==> config.mk <==
export PLATFORM = sky130hd
export DESIGN_NAME = branch_predictor_flat
export DESIGN_NICKNAME = d
export VERILOG_FILES = /design/src/rtl/branch_predictor_pkg.sv /design/src/rtl/branch_predictor_if.sv /design/src/rtl/branch_predictor_sat_counter.sv /design/src/rtl/branch_predictor.sv /design/src/flat_wrapper.sv
export SDC_FILE = /design/constraint.sdc
export NUM_CORES = 1
export LEC_CHECK = 0
export ABC_AREA = 0
export CAP_MARGIN = 20
export CORE_MARGIN = 10
export CORE_UTILIZATION = 35
export DETAILED_ROUTE_END_ITERATION = 16
export MAX_ROUTING_LAYER = met4
export SYNTH_ARGS = -nofsm -noshare
export SYNTH_HDL_FRONTEND = slang
export SYNTH_SLANG_ARGS = --single-unit
export TNS_END_PERCENT = 20
==> constraint.sdc <==
create_clock -name i_clk -period 7.3 [get_ports i_clk]
set_input_delay 0.73 -clock i_clk [delete_from_list [all_inputs] [get_ports i_clk]]
set_output_delay 0.73 -clock i_clk [all_outputs]
set_load 0.1 [all_outputs]
==> src/rtl/branch_predictor_pkg.sv <==
// Shared definitions for the direct-mapped branch predictor: 2-bit counter
// encodings and the counter training helpers.
package bp_pkg;

  localparam logic [1:0] CTR_SNT = 2'b00;
  localparam logic [1:0] CTR_WNT = 2'b01;
  localparam logic [1:0] CTR_WT  = 2'b10;
  localparam logic [1:0] CTR_ST  = 2'b11;

  // Training of an existing entry: jumps pin to strong-taken, branches saturate.
  function automatic logic [1:0] ctr_next(input logic [1:0] ctr,
                                          input logic       taken,
                                          input logic       is_jump);
    logic [1:0] nxt;
    if (is_jump) begin
      nxt = CTR_ST;
    end else if (taken) begin
      nxt = (ctr == CTR_ST) ? CTR_ST : ctr + 2'd1;
    end else begin
      nxt = (ctr == CTR_SNT) ? CTR_SNT : ctr - 2'd1;
    end
    return nxt;
  endfunction

  function automatic logic [1:0] ctr_alloc(input logic taken,
                                           input logic is_jump);
    logic [1:0] nxt;
    if (is_jump) begin
      nxt = CTR_ST;
    end else if (taken) begin
      nxt = CTR_WT;
    end else begin
      nxt = CTR_WNT;
    end
    return nxt;
  endfunction

endpackage

==> src/rtl/branch_predictor_if.sv <==
// Fetch-lookup, execute-feedback and statistics signals between the pipeline
// and the branch predictor.
interface branch_predictor_if #(
  parameter int XLEN   = 32,
  parameter int STAT_W = 16
);
  logic [XLEN-1:0]   if_pc;
  logic              pred_hit;
  logic              pred_taken;
  logic [XLEN-1:0]   pred_target;
  logic              upd_valid;
  logic              upd_is_jump;
  logic [XLEN-1:0]   upd_pc;
  logic              upd_taken;
  logic [XLEN-1:0]   upd_target;
  logic              upd_pred_taken;
  logic [XLEN-1:0]   upd_pred_target;
  logic              mispredict;
  logic [XLEN-1:0]   redirect_pc;
  logic [STAT_W-1:0] stat_branches;
  logic [STAT_W-1:0] stat_mispred;

  modport master (
    output if_pc, upd_valid, upd_is_jump, upd_pc, upd_taken, upd_target,
           upd_pred_taken, upd_pred_target,
    input  pred_hit, pred_taken, pred_target, mispredict, redirect_pc,
           stat_branches, stat_mispred
  );

  modport slave (
    input  if_pc, upd_valid, upd_is_jump, upd_pc, upd_taken, upd_target,
           upd_pred_taken, upd_pred_target,
    output pred_hit, pred_taken, pred_target, mispredict, redirect_pc,
           stat_branches, stat_mispred
  );
endinterface

==> src/rtl/branch_predictor_sat_counter.sv <==
// Saturating up-counter with asynchronous active-low clear; holds at all-ones.
module sat_counter #(
  parameter int W = 16
) (
  input  logic         i_clk,
  input  logic         i_rst_n,
  input  logic         i_inc,
  output logic [W-1:0] o_count
);

  logic [W-1:0] r_count;

  // Count qualifying edges, never wrapping past all-ones.
  always_ff @(posedge i_clk or negedge i_rst_n) begin
    if (!i_rst_n) begin
      r_count <= '0;
    end else if (i_inc && (r_count != {W{1'b1}})) begin
      r_count <= r_count + {{(W-1){1'b0}}, 1'b1};
    end
  end

  assign o_count = r_count;

endmodule

==> src/rtl/branch_predictor.sv <==
// Direct-mapped BHT+BTB: zero-latency fetch lookup, training from resolved
// branches, mispredict detection, redirect PC and saturating statistics.
module branch_predictor
  import bp_pkg::*;
#(
  parameter int XLEN    = 32,
  parameter int ENTRIES = 16,
  parameter int TAG_W   = 8,
  parameter int STAT_W  = 16
) (
  input logic                i_clk,
  input logic                i_rst_n,
  branch_predictor_if.slave  bus
);

  localparam int IDX_W = $clog2(ENTRIES);
  localparam logic [XLEN-1:0] PC_STEP = XLEN'(32'd4);

  logic [ENTRIES-1:0] r_valid;
  logic [1:0]         r_ctr    [ENTRIES];
  logic [TAG_W-1:0]   r_tag    [ENTRIES];
  logic [XLEN-1:0]    r_target [ENTRIES];

  logic [IDX_W-1:0]   w_if_idx;
  logic [TAG_W-1:0]   w_if_tag;
  logic               w_if_hit;
  logic [XLEN-1:0]    w_if_pc4;
  logic [IDX_W-1:0]   w_upd_idx;
  logic [TAG_W-1:0]   w_upd_tag;
  logic               w_upd_hit;
  logic               w_mispredict;

  assign w_if_idx  = bus.if_pc[IDX_W+1:2];
  assign w_if_tag  = bus.if_pc[IDX_W+2 +: TAG_W];
  assign w_upd_idx = bus.upd_pc[IDX_W+1:2];
  assign w_upd_tag = bus.upd_pc[IDX_W+2 +: TAG_W];
  assign w_if_pc4  = bus.if_pc + PC_STEP;

  // Lookup reads the pre-edge table contents; no bypass from the update port.
  assign w_if_hit        = r_valid[w_if_idx] && (r_tag[w_if_idx] == w_if_tag);
  assign bus.pred_hit    = w_if_hit;
  assign bus.pred_taken  = w_if_hit && r_ctr[w_if_idx][1];
  assign bus.pred_target = (w_if_hit && r_ctr[w_if_idx][1]) ? r_target[w_if_idx] : w_if_pc4;

  assign w_upd_hit = r_valid[w_upd_idx] && (r_tag[w_upd_idx] == w_upd_tag);

  assign w_mispredict = bus.upd_valid &&
                        ((bus.upd_taken != bus.upd_pred_taken) ||
                         (bus.upd_taken && (bus.upd_target != bus.upd_pred_target)));
  assign bus.mispredict  = w_mispredict;
  assign bus.redirect_pc = bus.upd_taken ? bus.upd_target : (bus.upd_pc + PC_STEP);

  // Valid bits are the only table state that needs clearing.
  always_ff @(posedge i_clk or negedge i_rst_n) begin
    if (!i_rst_n) begin
      r_valid <= '0;
    end else if (bus.upd_valid) begin
      r_valid[w_upd_idx] <= 1'b1;
    end
  end

  // Counter/tag/target training; a miss reallocates the whole entry.
  always_ff @(posedge i_clk) begin
    if (bus.upd_valid) begin
      if (w_upd_hit) begin
        r_ctr[w_upd_idx] <= ctr_next(r_ctr[w_upd_idx], bus.upd_taken, bus.upd_is_jump);
        if (bus.upd_taken) begin
          r_target[w_upd_idx] <= bus.upd_target;
        end
      end else begin
        r_ctr[w_upd_idx]    <= ctr_alloc(bus.upd_taken, bus.upd_is_jump);
        r_tag[w_upd_idx]    <= w_upd_tag;
        r_target[w_upd_idx] <= bus.upd_target;
      end
    end
  end

  sat_counter #(.W(STAT_W)) u_stat_branches (
    .i_clk   (i_clk),
    .i_rst_n (i_rst_n),
    .i_inc   (bus.upd_valid),
    .o_count (bus.stat_branches)
  );

  sat_counter #(.W(STAT_W)) u_stat_mispred (
    .i_clk   (i_clk),
    .i_rst_n (i_rst_n),
    .i_inc   (w_mispredict),
    .o_count (bus.stat_mispred)
  );

  // Low PC bits never participate; upper bits only when the tag does not reach them.
  logic w_unused;
  if (IDX_W + 2 + TAG_W < XLEN) begin : g_unused_hi
    assign w_unused = ^{bus.if_pc[1:0], bus.upd_pc[1:0],
                        bus.if_pc[XLEN-1:IDX_W+2+TAG_W], bus.upd_pc[XLEN-1:IDX_W+2+TAG_W]};
  end else begin : g_unused_lo
    assign w_unused = ^{bus.if_pc[1:0], bus.upd_pc[1:0]};
  end

endmodule

==> src/flat_wrapper.sv <==
// flat-port wrapper written by rule: the top's interface ports become plain ports
module branch_predictor_flat import bp_pkg::*;
#(
  parameter int XLEN    = 32,
  parameter int ENTRIES = 16,
  parameter int TAG_W   = 8,
  parameter int STAT_W  = 16
)
  (i_clk, i_rst_n, bus_if_pc, bus_upd_valid, bus_upd_is_jump, bus_upd_pc, bus_upd_taken, bus_upd_target, bus_upd_pred_taken, bus_upd_pred_target, bus_pred_hit, bus_pred_taken, bus_pred_target, bus_mispredict, bus_redirect_pc, bus_stat_branches, bus_stat_mispred);
  branch_predictor_if #(.XLEN(XLEN), .STAT_W(STAT_W)) bus_i ();
  input logic i_clk;
  input logic i_rst_n;
  input wire logic [$bits(bus_i.if_pc)-1:0] bus_if_pc;
  input wire logic [$bits(bus_i.upd_valid)-1:0] bus_upd_valid;
  input wire logic [$bits(bus_i.upd_is_jump)-1:0] bus_upd_is_jump;
  input wire logic [$bits(bus_i.upd_pc)-1:0] bus_upd_pc;
  input wire logic [$bits(bus_i.upd_taken)-1:0] bus_upd_taken;
  input wire logic [$bits(bus_i.upd_target)-1:0] bus_upd_target;
  input wire logic [$bits(bus_i.upd_pred_taken)-1:0] bus_upd_pred_taken;
  input wire logic [$bits(bus_i.upd_pred_target)-1:0] bus_upd_pred_target;
  output wire logic [$bits(bus_i.pred_hit)-1:0] bus_pred_hit;
  output wire logic [$bits(bus_i.pred_taken)-1:0] bus_pred_taken;
  output wire logic [$bits(bus_i.pred_target)-1:0] bus_pred_target;
  output wire logic [$bits(bus_i.mispredict)-1:0] bus_mispredict;
  output wire logic [$bits(bus_i.redirect_pc)-1:0] bus_redirect_pc;
  output wire logic [$bits(bus_i.stat_branches)-1:0] bus_stat_branches;
  output wire logic [$bits(bus_i.stat_mispred)-1:0] bus_stat_mispred;
  assign bus_i.if_pc = bus_if_pc;
  assign bus_i.upd_valid = bus_upd_valid;
  assign bus_i.upd_is_jump = bus_upd_is_jump;
  assign bus_i.upd_pc = bus_upd_pc;
  assign bus_i.upd_taken = bus_upd_taken;
  assign bus_i.upd_target = bus_upd_target;
  assign bus_i.upd_pred_taken = bus_upd_pred_taken;
  assign bus_i.upd_pred_target = bus_upd_pred_target;
  assign bus_pred_hit = bus_i.pred_hit;
  assign bus_pred_taken = bus_i.pred_taken;
  assign bus_pred_target = bus_i.pred_target;
  assign bus_mispredict = bus_i.mispredict;
  assign bus_redirect_pc = bus_i.redirect_pc;
  assign bus_stat_branches = bus_i.stat_branches;
  assign bus_stat_mispred = bus_i.stat_mispred;
  branch_predictor #(.XLEN(XLEN), .ENTRIES(ENTRIES), .TAG_W(TAG_W), .STAT_W(STAT_W)) u_core (.i_clk(i_clk), .i_rst_n(i_rst_n), .bus(bus_i));
endmodule
==> impl_metrics.ini <==
[timing]
slew_viol_final = 0
tns_ps = 0
setup_violations = 0
min_period_ps = 5802
fin_crit_sh_pct = 79.48
timing.fmax_mhz = 172.3
rsz0062_at_grt = false
finalClockSkew_ps = 27.74
slew_headroom_pct = 22.04
worst_pin_slew_ps = 1169
hold_violations = 0

[status]
status = complete, no violations

[logic_synthesis]
ys_ff_latch = 720
syn-num-nets = 1823
synth_top_area_share_pct = 63.94
yosysWarnings = 0
synth_area_leaders = edfxtp_1, mux4_2, dfrtp_1
async_reset_ff_share_pct = 6.667
yosysTopAreaCell = edfxtp_1
syn_area_per_cell_um2 = 18.76
ys.flop_type = edfxtp_1
synthCells = 1682
ys_seq_area_share_pct = 67.75
synth.distinct_cells = 57
synth_edf_count = 672
synth_area_mm2 = 0.03156

[cells_and_area]
fin_cells = 3212
layout.nets = 2110
mostFrequentLayoutCell = edfxtp_1
mostFrequentLayoutCells = edfxtp_1, mux4_2, clkdlybuf4s50_1
fin_util_pct = 42.29
finalInstanceArea_mm2 = 0.03795
num-fill-cells = 7876
drive_above_1_share_pct = 25.34
area_growth_pct = 20.26

[power_and_ir_drop]
ir_worst_vdd_uv = 180.9
p_sw_share_pct = 26.75
combPwrFrac_pct = 13.9
clockPowerShare_pct = 38.6
leakagePower_nw = 12.62
p_int_mw = 7.307
seq_power_share_pct = 47.5
switchingPower_mw = 2.668
power_density_mw_per_mm2 = 262.8

[worst_setup_path]
crit_arrival_ps = 5070
crit_type = in2out
cp.required_ps = 6570
worst_setup_path_end_kind = output port
cp_max_fo = 23
start_kind = primary input

[cts]
clk_latency_ps = 630
ctsLongestPathBuffers = 3
post_cts_buffers = 0
clk_pin_slew_ps = 60
cts.sinks = 720
ctsResizeCount = 0
cts_tree = yes
cts-root-buf = clkbuf_16
htree_levels = 3
numCtsBuffers = 80
cts_hold_buf = 0

[grt]
grt_max_degree = 78
track_usage_pct = 17.92
first_global_vias = 18240
grt_antenna_before_repair = 5
grt-ovfl-total = 0
grt_pass1_wl_mm = 130.4

[die]
die_x_um = 320.3
rows = 110
die-height_um = 320.3
io_pins = 233
die_area_mm2 = 0.1026
core_mm2 = 0.08974
initial_core_util_pct = 35.17

[placement]
dp_hpwl_mm = 57.27
dp_cells = 3063
place_congestion = 0.8664
portBuffers = 232
post_dp_cell_area_mm2 = 0.03542

[detailed_routing]
dr.pass1.iters = 5
drt-total-wl_mm = 91.18
wl_per_cell_um = 28.39
routed_via_density = 5.450
ant_nets = 0
drc_errors = 0
drtIter0Drc = 1806
vias = 17510

[run]
cap_violations = 0

[worst_hold_path]
hp-class = in2async
## synth_stat cells (3+ instances only)
library cell  instances
edfxtp_1            672
mux4_2              229
nand2_1              72
xor2_1               70
nor2_1               68
xnor2_1              67
nand3_1              58
dfrtp_1              48
o21ai_0              40
clkbuf_1             35
inv_1                30
mux2_4               29
mux2i_1              25
buf_1                23
buf_2                23
and3_1               20
nand2b_1             20
nand4_1              18
mux2_2               14
nor3_1               10
nor4_1               10
and4_1                8
nor2b_1               8
ha_1                  7
mux4_1                7
a21oi_1               6
nor3b_1               4
nor4b_1               4
o211ai_1              4
a31oi_1               3
buf_6                 3
mux4_4                3
nand3b_1              3
o21a_1                3
o22ai_1               3
o2bb2ai_1             3
or3_1                 3
## metal layers
metal | routed length, um | vias up | global-route usage [%] | part of all wire, %
li1 | - | 7388 | - | -
met5 | 0 | - | - | 0
met2 | 43980 | 699 | 28.60 | 48
met1 | 38670 | 9312 | 23.30 | 42
met4 | 1392 | 0 | 3.823 | 1.5
met3 | 7134 | 106 | 4.143 | 7.8
## power by group through the flow
stage | registers, mW | logic (mW) | clock network, mW
4_1_cts | 4.74 | 1.40 | 3.93
3_3_place_gp | 4.81 | 1.38 | 0
6_report | 4.74 | 1.39 | 3.85
2_1_floorplan | 5.07 | 0.657 | 0
3_5_place_dp | 4.82 | 1.40 | 0
5_1_grt | 4.75 | 1.45 | 4.10
## final cells by class
| type | instances | area, um2 | share of cell area, % |
|---|---|---|---|
| inverters | 30 | 112.6 | 0.2967 |
| multi-input cells | 842 | 9754 | 25.70 |
| clock inverters | 45 | 395.4 | 1.042 |
| repair buffers | 295 | 2699 | 7.111 |
| well taps | 1176 | 1471 | 3.877 |
| flip-flops and latches | 720 | 21380 | 56.34 |
| diodes | 4 | 10.01 | 0.02637 |
| clock buffers | 100 | 2128 | 5.608 |
## state kept, by name, summed over array words and instances (netlist names)
name	cells
u_core.u_stat_mispred.o_count	16
u_core.r_tag	128
u_core.r_target	512
u_core.u_stat_branches.o_count	16
u_core.r_valid	16
u_core.r_ctr	32
## cell families (layout without fill, tap and decap cells)
kind of cell	after synthesis	count (layout)	share of synthesized area (%)
flops	720	720	67.75
simple gates	315	315	5.027
buf+inv	120	470	1.788
compound gates	73	73	1.396
fa+ha+maj	7	7	0.2775
other cells	0	4	0
mux	309	309	19.91
xor+xnor	138	138	3.854
## through the flow
step	power (mW)	setup slack, ps	hold WS [ps]
5_1_grt	10.31	1245	271.3
6_report	9.975	1498	229.5
3_5_place_dp	6.216	1538	481.4
4_1_cts	10.06	1534	230.3
3_3_place_gp	6.195	1550	465.0
2_1_floorplan	5.726	855.6	434.4
## path summary, 6_finish.rpt
path / depth (start not counted) / slack (ps) / to / from
max in group asynchronous: 2 / 6620 / u_core.r_valid[12] / i_rst_n
max: 10 / 1500 / bus_redirect_pc[25] / bus_upd_pc[7]
min: 2 / 230 / u_core.u_stat_branches.o_count[14] / i_rst_n
max reg2reg: 11 / 3100 / u_core.r_target[4][2] / u_core.r_tag[0][7]
min in group i_clk: 1 / 500 / u_core.u_stat_branches.o_count[14] / u_core.u_stat_branches.o_count[14]
min reg2reg: 1 / 500 / u_core.u_stat_branches.o_count[14] / u_core.u_stat_branches.o_count[14]
## worst max-delay path, cell delays in order
cell and delay (ps):
clkdlybuf4s50_1 990, and4_1 350, and4_1 320, and3_1 470, nor2b_1 470, nand2_1 160, nor2_1 160, xnor2_1 80
o21ai_0 150, clkdlybuf4s50_1 1180
Power figures use the tool's default switching activity.
==> variant 1, RTL diff (config.mk and constraints unchanged) <==
`TAG_W` is set to 8 in 2 places; all go to 12.
--- a/src/rtl/branch_predictor.sv
+++ b/src/rtl/branch_predictor.sv
@@ -5,7 +5,7 @@
 #(
   parameter int XLEN    = 32,
   parameter int ENTRIES = 16,
-  parameter int TAG_W   = 8,
+  parameter int TAG_W   = 12,
   parameter int STAT_W  = 16
 ) (
   input logic                i_clk,
--- a/src/flat_wrapper.sv
+++ b/src/flat_wrapper.sv
@@ -3,7 +3,7 @@
 #(
   parameter int XLEN    = 32,
   parameter int ENTRIES = 16,
-  parameter int TAG_W   = 8,
+  parameter int TAG_W   = 12,
   parameter int STAT_W  = 16
 )
   (i_clk, i_rst_n, bus_if_pc, bus_upd_valid, bus_upd_is_jump, bus_upd_pc, bus_upd_taken, bus_upd_target, bus_upd_pred_taken, bus_upd_pred_target, bus_pred_hit, bus_pred_taken, bus_pred_target, bus_mispredict, bus_redirect_pc, bus_stat_branches, bus_stat_mispred);
Behaviour: not the same (Yosys sat finds a counterexample within 4 cycles, from zero or initial values and one cycle with i_rst_n low).
==> variant 1 against the unedited design <==
  * Synthesized area grew 9.4%
  * Routed wire length grew 12%
  * Total power grew 11%
  * Design area grew 9.8%
  * Clock power grew 16%
  * Sequential cell count grew 64
  * Largest cell class unchanged
  * Maximum frequency shrank 1.5%
  * Critical endpoint is now bus_redirect_pc[22]
  * Setup slack lost 85 ps
==> variant 1: results (changes against the unedited design) <==
Outcome
  – Status: finished clean (unchanged)

Placement
  – Placed cell area: 38,600 µm² (was 35,400 µm²)
  – Dpl cells: 3,293 (was 3,063)
  – DP Wirelength: 64,000 µm (was 57,300 µm)

Setup path
  – WP data arrival: 5160 ps (was 5070 ps)
  – Reg2Reg Depth: 9 (was 11)
  – Worst flop-to-flop path endpoint: u_core.r_tag[10][4]$_DFFE_PP_ (was u_core.r_target[4][2]$_DFFE_PP_)
  – Crit Reg-Reg Startpoint: u_core.r_tag[13][4]$_DFFE_PP_ (was u_core.r_tag[0][7]$_DFFE_PP_)
  – Reg2Reg Setup Slack: 3210 ps (was 3100 ps)

Final layout
  – Layout cells sized above 1: 26.1% (was 25.3%)
  – Biggest regs: u_core.r_target (512), u_core.r_tag (192), u_core.r_ctr (32) (was u_core.r_target (512), u_core.r_tag (128), u_core.r_ctr (32))
  – Post-layout nets: 2,239 (was 2,110)
  – Fillcell total: 8,621 (was 7,876)

GRT
  – Pin count of the biggest net entering global routing: 133 (was 78)
  – Vias in the first global route: 19,910 (was 18,240)
  – Initial antenna violation count: 9 (was 5)
  – M2 GR Usage: 27.9% (was 28.6%)
  – GRT Total Usage: 18.5% (was 17.9%)
  – Global-route wire length before repair: 146,000 µm (was 130,000 µm)

STA
  – Post-route minimum period: 5890 ps (was 5800 ps)
  – Slew @ Worst Pin: 1130 ps (was 1170 ps)
  – Clock Skew: 57.5 ps (was 27.7 ps)

Power
  – Pwr Density: 267 nW/µm² (was 263 nW/µm²)
  – Peak VDD IR: 0.190 mV (was 0.181 mV)

Yosys
  – Top cells by count, synth: edfxtp_1 (736), mux4_2 (271), xnor2_1 (77) (was edfxtp_1 (672), mux4_2 (229), nand2_1 (72))
  – Sequential area share after synthesis: 67.5% (was 67.8%)
  – Post-synth EDFFs: 736 (was 672)
  – Net count after synthesis: 1,953 (was 1,823)

Drt
  – Via density: 5.60 (was 5.45)

CTS
  – Worst skew pair latency: 670 ps (was 630 ps)
## variant 1: power by group
part | switching, W | internal (W) | total, W
logic | 0.00101 | 0.000501 | 0.00151
registers | 0.0000838 | 0.00506 | 0.00515
clock network | 0.00184 | 0.00261 | 0.00445
## variant 1: area by class of cell
class                   instances  area share [%]
flip-flops and latches        784            55.9
multi-input cells             895            25.9
repair buffers                300            6.89
clock buffers                 104            5.48
well taps                    1287            3.87
clock inverters                55            1.59
inverters                      32           0.288
diodes                          6          0.0360
## variant 1: cell families after synthesis
logic type	count (synthesis)	share of synthesized area (%)
and+or+nand+nor	277	4.08
buffers and inverters	133	1.84
adders and majority gates	7	0.254
DFF	784	67.5
AOI/OAI and AO/OA	96	1.84
xor gates and xnor gates	137	3.48
muxes	378	21.0
## variant 1: layer usage
layer	part of all wire [%]	routed length, µm	up-vias
li1	-	-	8004
met3	10	10700	111
met5	0	0	-
met2	46	47300	938
met1	41	42400	10338
met4	1.8	1810	0
==> variant 2, RTL diff (same settings) <==
Made on the original files. Put a register stage on the output `bus.pred_target`, without a reset. The value now appears one clock later.
--- a/src/rtl/branch_predictor.sv
+++ b/src/rtl/branch_predictor.sv
@@ -40,7 +40,9 @@
   assign w_if_hit        = r_valid[w_if_idx] && (r_tag[w_if_idx] == w_if_tag);
   assign bus.pred_hit    = w_if_hit;
   assign bus.pred_taken  = w_if_hit && r_ctr[w_if_idx][1];
-  assign bus.pred_target = (w_if_hit && r_ctr[w_if_idx][1]) ? r_target[w_if_idx] : w_if_pc4;
+  always_ff @(posedge i_clk) begin
+    bus.pred_target <= (w_if_hit && r_ctr[w_if_idx][1]) ? r_target[w_if_idx] : w_if_pc4;
+  end
 
   assign w_upd_hit = r_valid[w_upd_idx] && (r_tag[w_upd_idx] == w_upd_tag);
 
Check against the original RTL: not equivalent (Yosys sat finds a counterexample within 4 cycles, from zero or initial values and one cycle with i_rst_n low).
==> variant 2 against the unedited design <==
  * Routed wire length is 1.1% lower
  * Sequential cell count is 32 higher
  * Total power is 4.5% higher
  * Setup slack better by 160 ps
  * Synthesized area is 1.0% higher
  * Design area is 1.8% higher
  * Sequential power is 4% higher
  * Count of clock-buffer cells in the layout is 1 lower
  * First-iteration DRC count is 6.5% higher
==> variant 2: results (changes against the unedited design) <==
Final layout
  – Clk cell area share: 6.96% (was 6.65%)
  – Biggest regs: u_core.r_target (512), u_core.r_tag (128) (was u_core.r_target (512), u_core.r_tag (128), u_core.r_ctr (32))
  – Total area of sequential cells: 22,000 µm² (was 21,400 µm²)
  – Multi-In Gates: 781 (was 842)
  – Post-layout nets: 2,078 (was 2,110)
  – Layout cells sized above 1: 25.3% (about the same)
  – Clk_buf instances: 99 (was 100)
  – Bufs w/o clock: 297 (was 295)
  – Fillcell total: 7,762 (was 7,876)
  – Antenna cells: 7 (was 4)

GRT
  – Global-route wire length before repair: 130,000 µm (about the same)
  – Met1 Use GR: 23.0% (was 23.3%)
  – Pin count of the biggest net entering global routing: 85 (was 78)
  – Vias in the first global route: 18,086 (was 18,240)
  – M2 GR Usage: 27.3% (was 28.6%)
  – GRT Total Usage: 17.7% (was 17.9%)
  – Met3 Track Usage GR: 5.60% (was 4.14%)

Placement
  – GPL Wtd Cong: 0.867 (was 0.866)

CTS
  – CTS Buf Count: 81 (was 80)
  – Clock sinks: 752 (was 720)

Power
  – Static Leak: 12.8 nW (was 12.6 nW)

Drt
  – Violation count after the first detailed-routing iteration: 1,924 (was 1,806)
  – DR WL met3: 8690 µm (was 7130 µm)
  – DR vias: 17,418 (was 17,505)
  – Met1 Routed Length: 37,600 µm (was 38,700 µm)

Setup path
  – Reg2Reg Depth: 9 (was 11)
  – WP data arrival: 4910 ps (was 5070 ps)
  – Crit Path Max Fanout: 20 (was 23)
  – Crit Reg-Reg Startpoint: u_core.r_tag[3][3]$_DFFE_PP_ (was u_core.r_tag[0][7]$_DFFE_PP_)
  – Worst Setup SP: bus_upd_pc[10] (was bus_upd_pc[7])
  – Reg2Reg Setup Slack: 3340 ps (was 3100 ps)
  – Worst flop-to-flop path endpoint: u_core.r_target[2][29]$_DFFE_PP_ (was u_core.r_target[4][2]$_DFFE_PP_)

Yosys
  – Main area contributors after synthesis: edfxtp_1 (63%), mux4_2 (18%), dfrtp_1 (3.8%) (was edfxtp_1 (64%), mux4_2 (16%), dfrtp_1 (3.8%))
  – Adder-cell share of the synthesized area: 0.275% (was 0.278%)
  – Post-Synth XOR/XNOR Area: 3.52% (was 3.85%)
  – Post-synthesis mux area share: 20.1% (was 19.9%)
  – Net count after synthesis: 1,784 (was 1,823)

Outcome
  – Status: finished clean (unchanged)
## variant 2: changes by cell type after synthesis, sizes merged, moves of 6 or more
| cell | change |
|---|---|
| mux4 | +12 |
| nor2 | -12 |
| o21ai | -7 |
| buf | -8 |
| a22oi | +8 |
| nand4 | +9 |
| xnor2 | -13 |
| inv | -6 |
| dfxtp | +32 |
| mux2 | -7 |
| nand3 | -11 |
## variant 2: what timing repair did
action,in CTS,in global routing
resized for setup,0,0
hold buffers,0,1
hold endpoints to repair,0,4
buffers inserted,0,0
## variant 2: per-stage QoR
step           setup WS [ps]  utilization [%]  cells  power (W)  cell area [µm²]
2_1_floorplan           1920                -   1643    0.00589            31900
3_3_place_gp            1630             39.8   3027    0.00636            35900
3_5_place_dp            1730             39.8   3028    0.00638            35900
4_1_cts                 1720             42.8   3176     0.0105            38600
5_1_grt                 1590             42.8   3183     0.0108            38600
6_report                1660             42.8   3185     0.0104            38600
## variant 2: worst min path at each step
| stage | to | slack [ps] | depth (start not counted) | start |
|---|---|---|---|---|
| 6_report | u_core.u_stat_branches.o_count[13]$_DFFE_PN0P_ | 490 | 1 | u_core.u_stat_branches.o_count[13]$_DFFE_PN0P_ |
| 5_1_grt | u_core.r_valid[14]$_DFFE_PN0P_ | 510 | 1 | u_core.r_valid[14]$_DFFE_PN0P_ |
| 4_1_cts | u_core.u_stat_branches.o_count[13]$_DFFE_PN0P_ | 340 | 1 | i_rst_n |
| 3_5_place_dp | u_core.r_valid[14]$_DFFE_PN0P_ | 470 | 1 | u_core.r_valid[14]$_DFFE_PN0P_ |
| 3_3_place_gp | u_core.r_valid[10]$_DFFE_PN0P_ | 460 | 1 | u_core.r_valid[10]$_DFFE_PN0P_ |
| 2_1_floorplan | u_core.r_valid[0]$_DFFE_PN0P_ | 430 | 0 | i_rst_n |
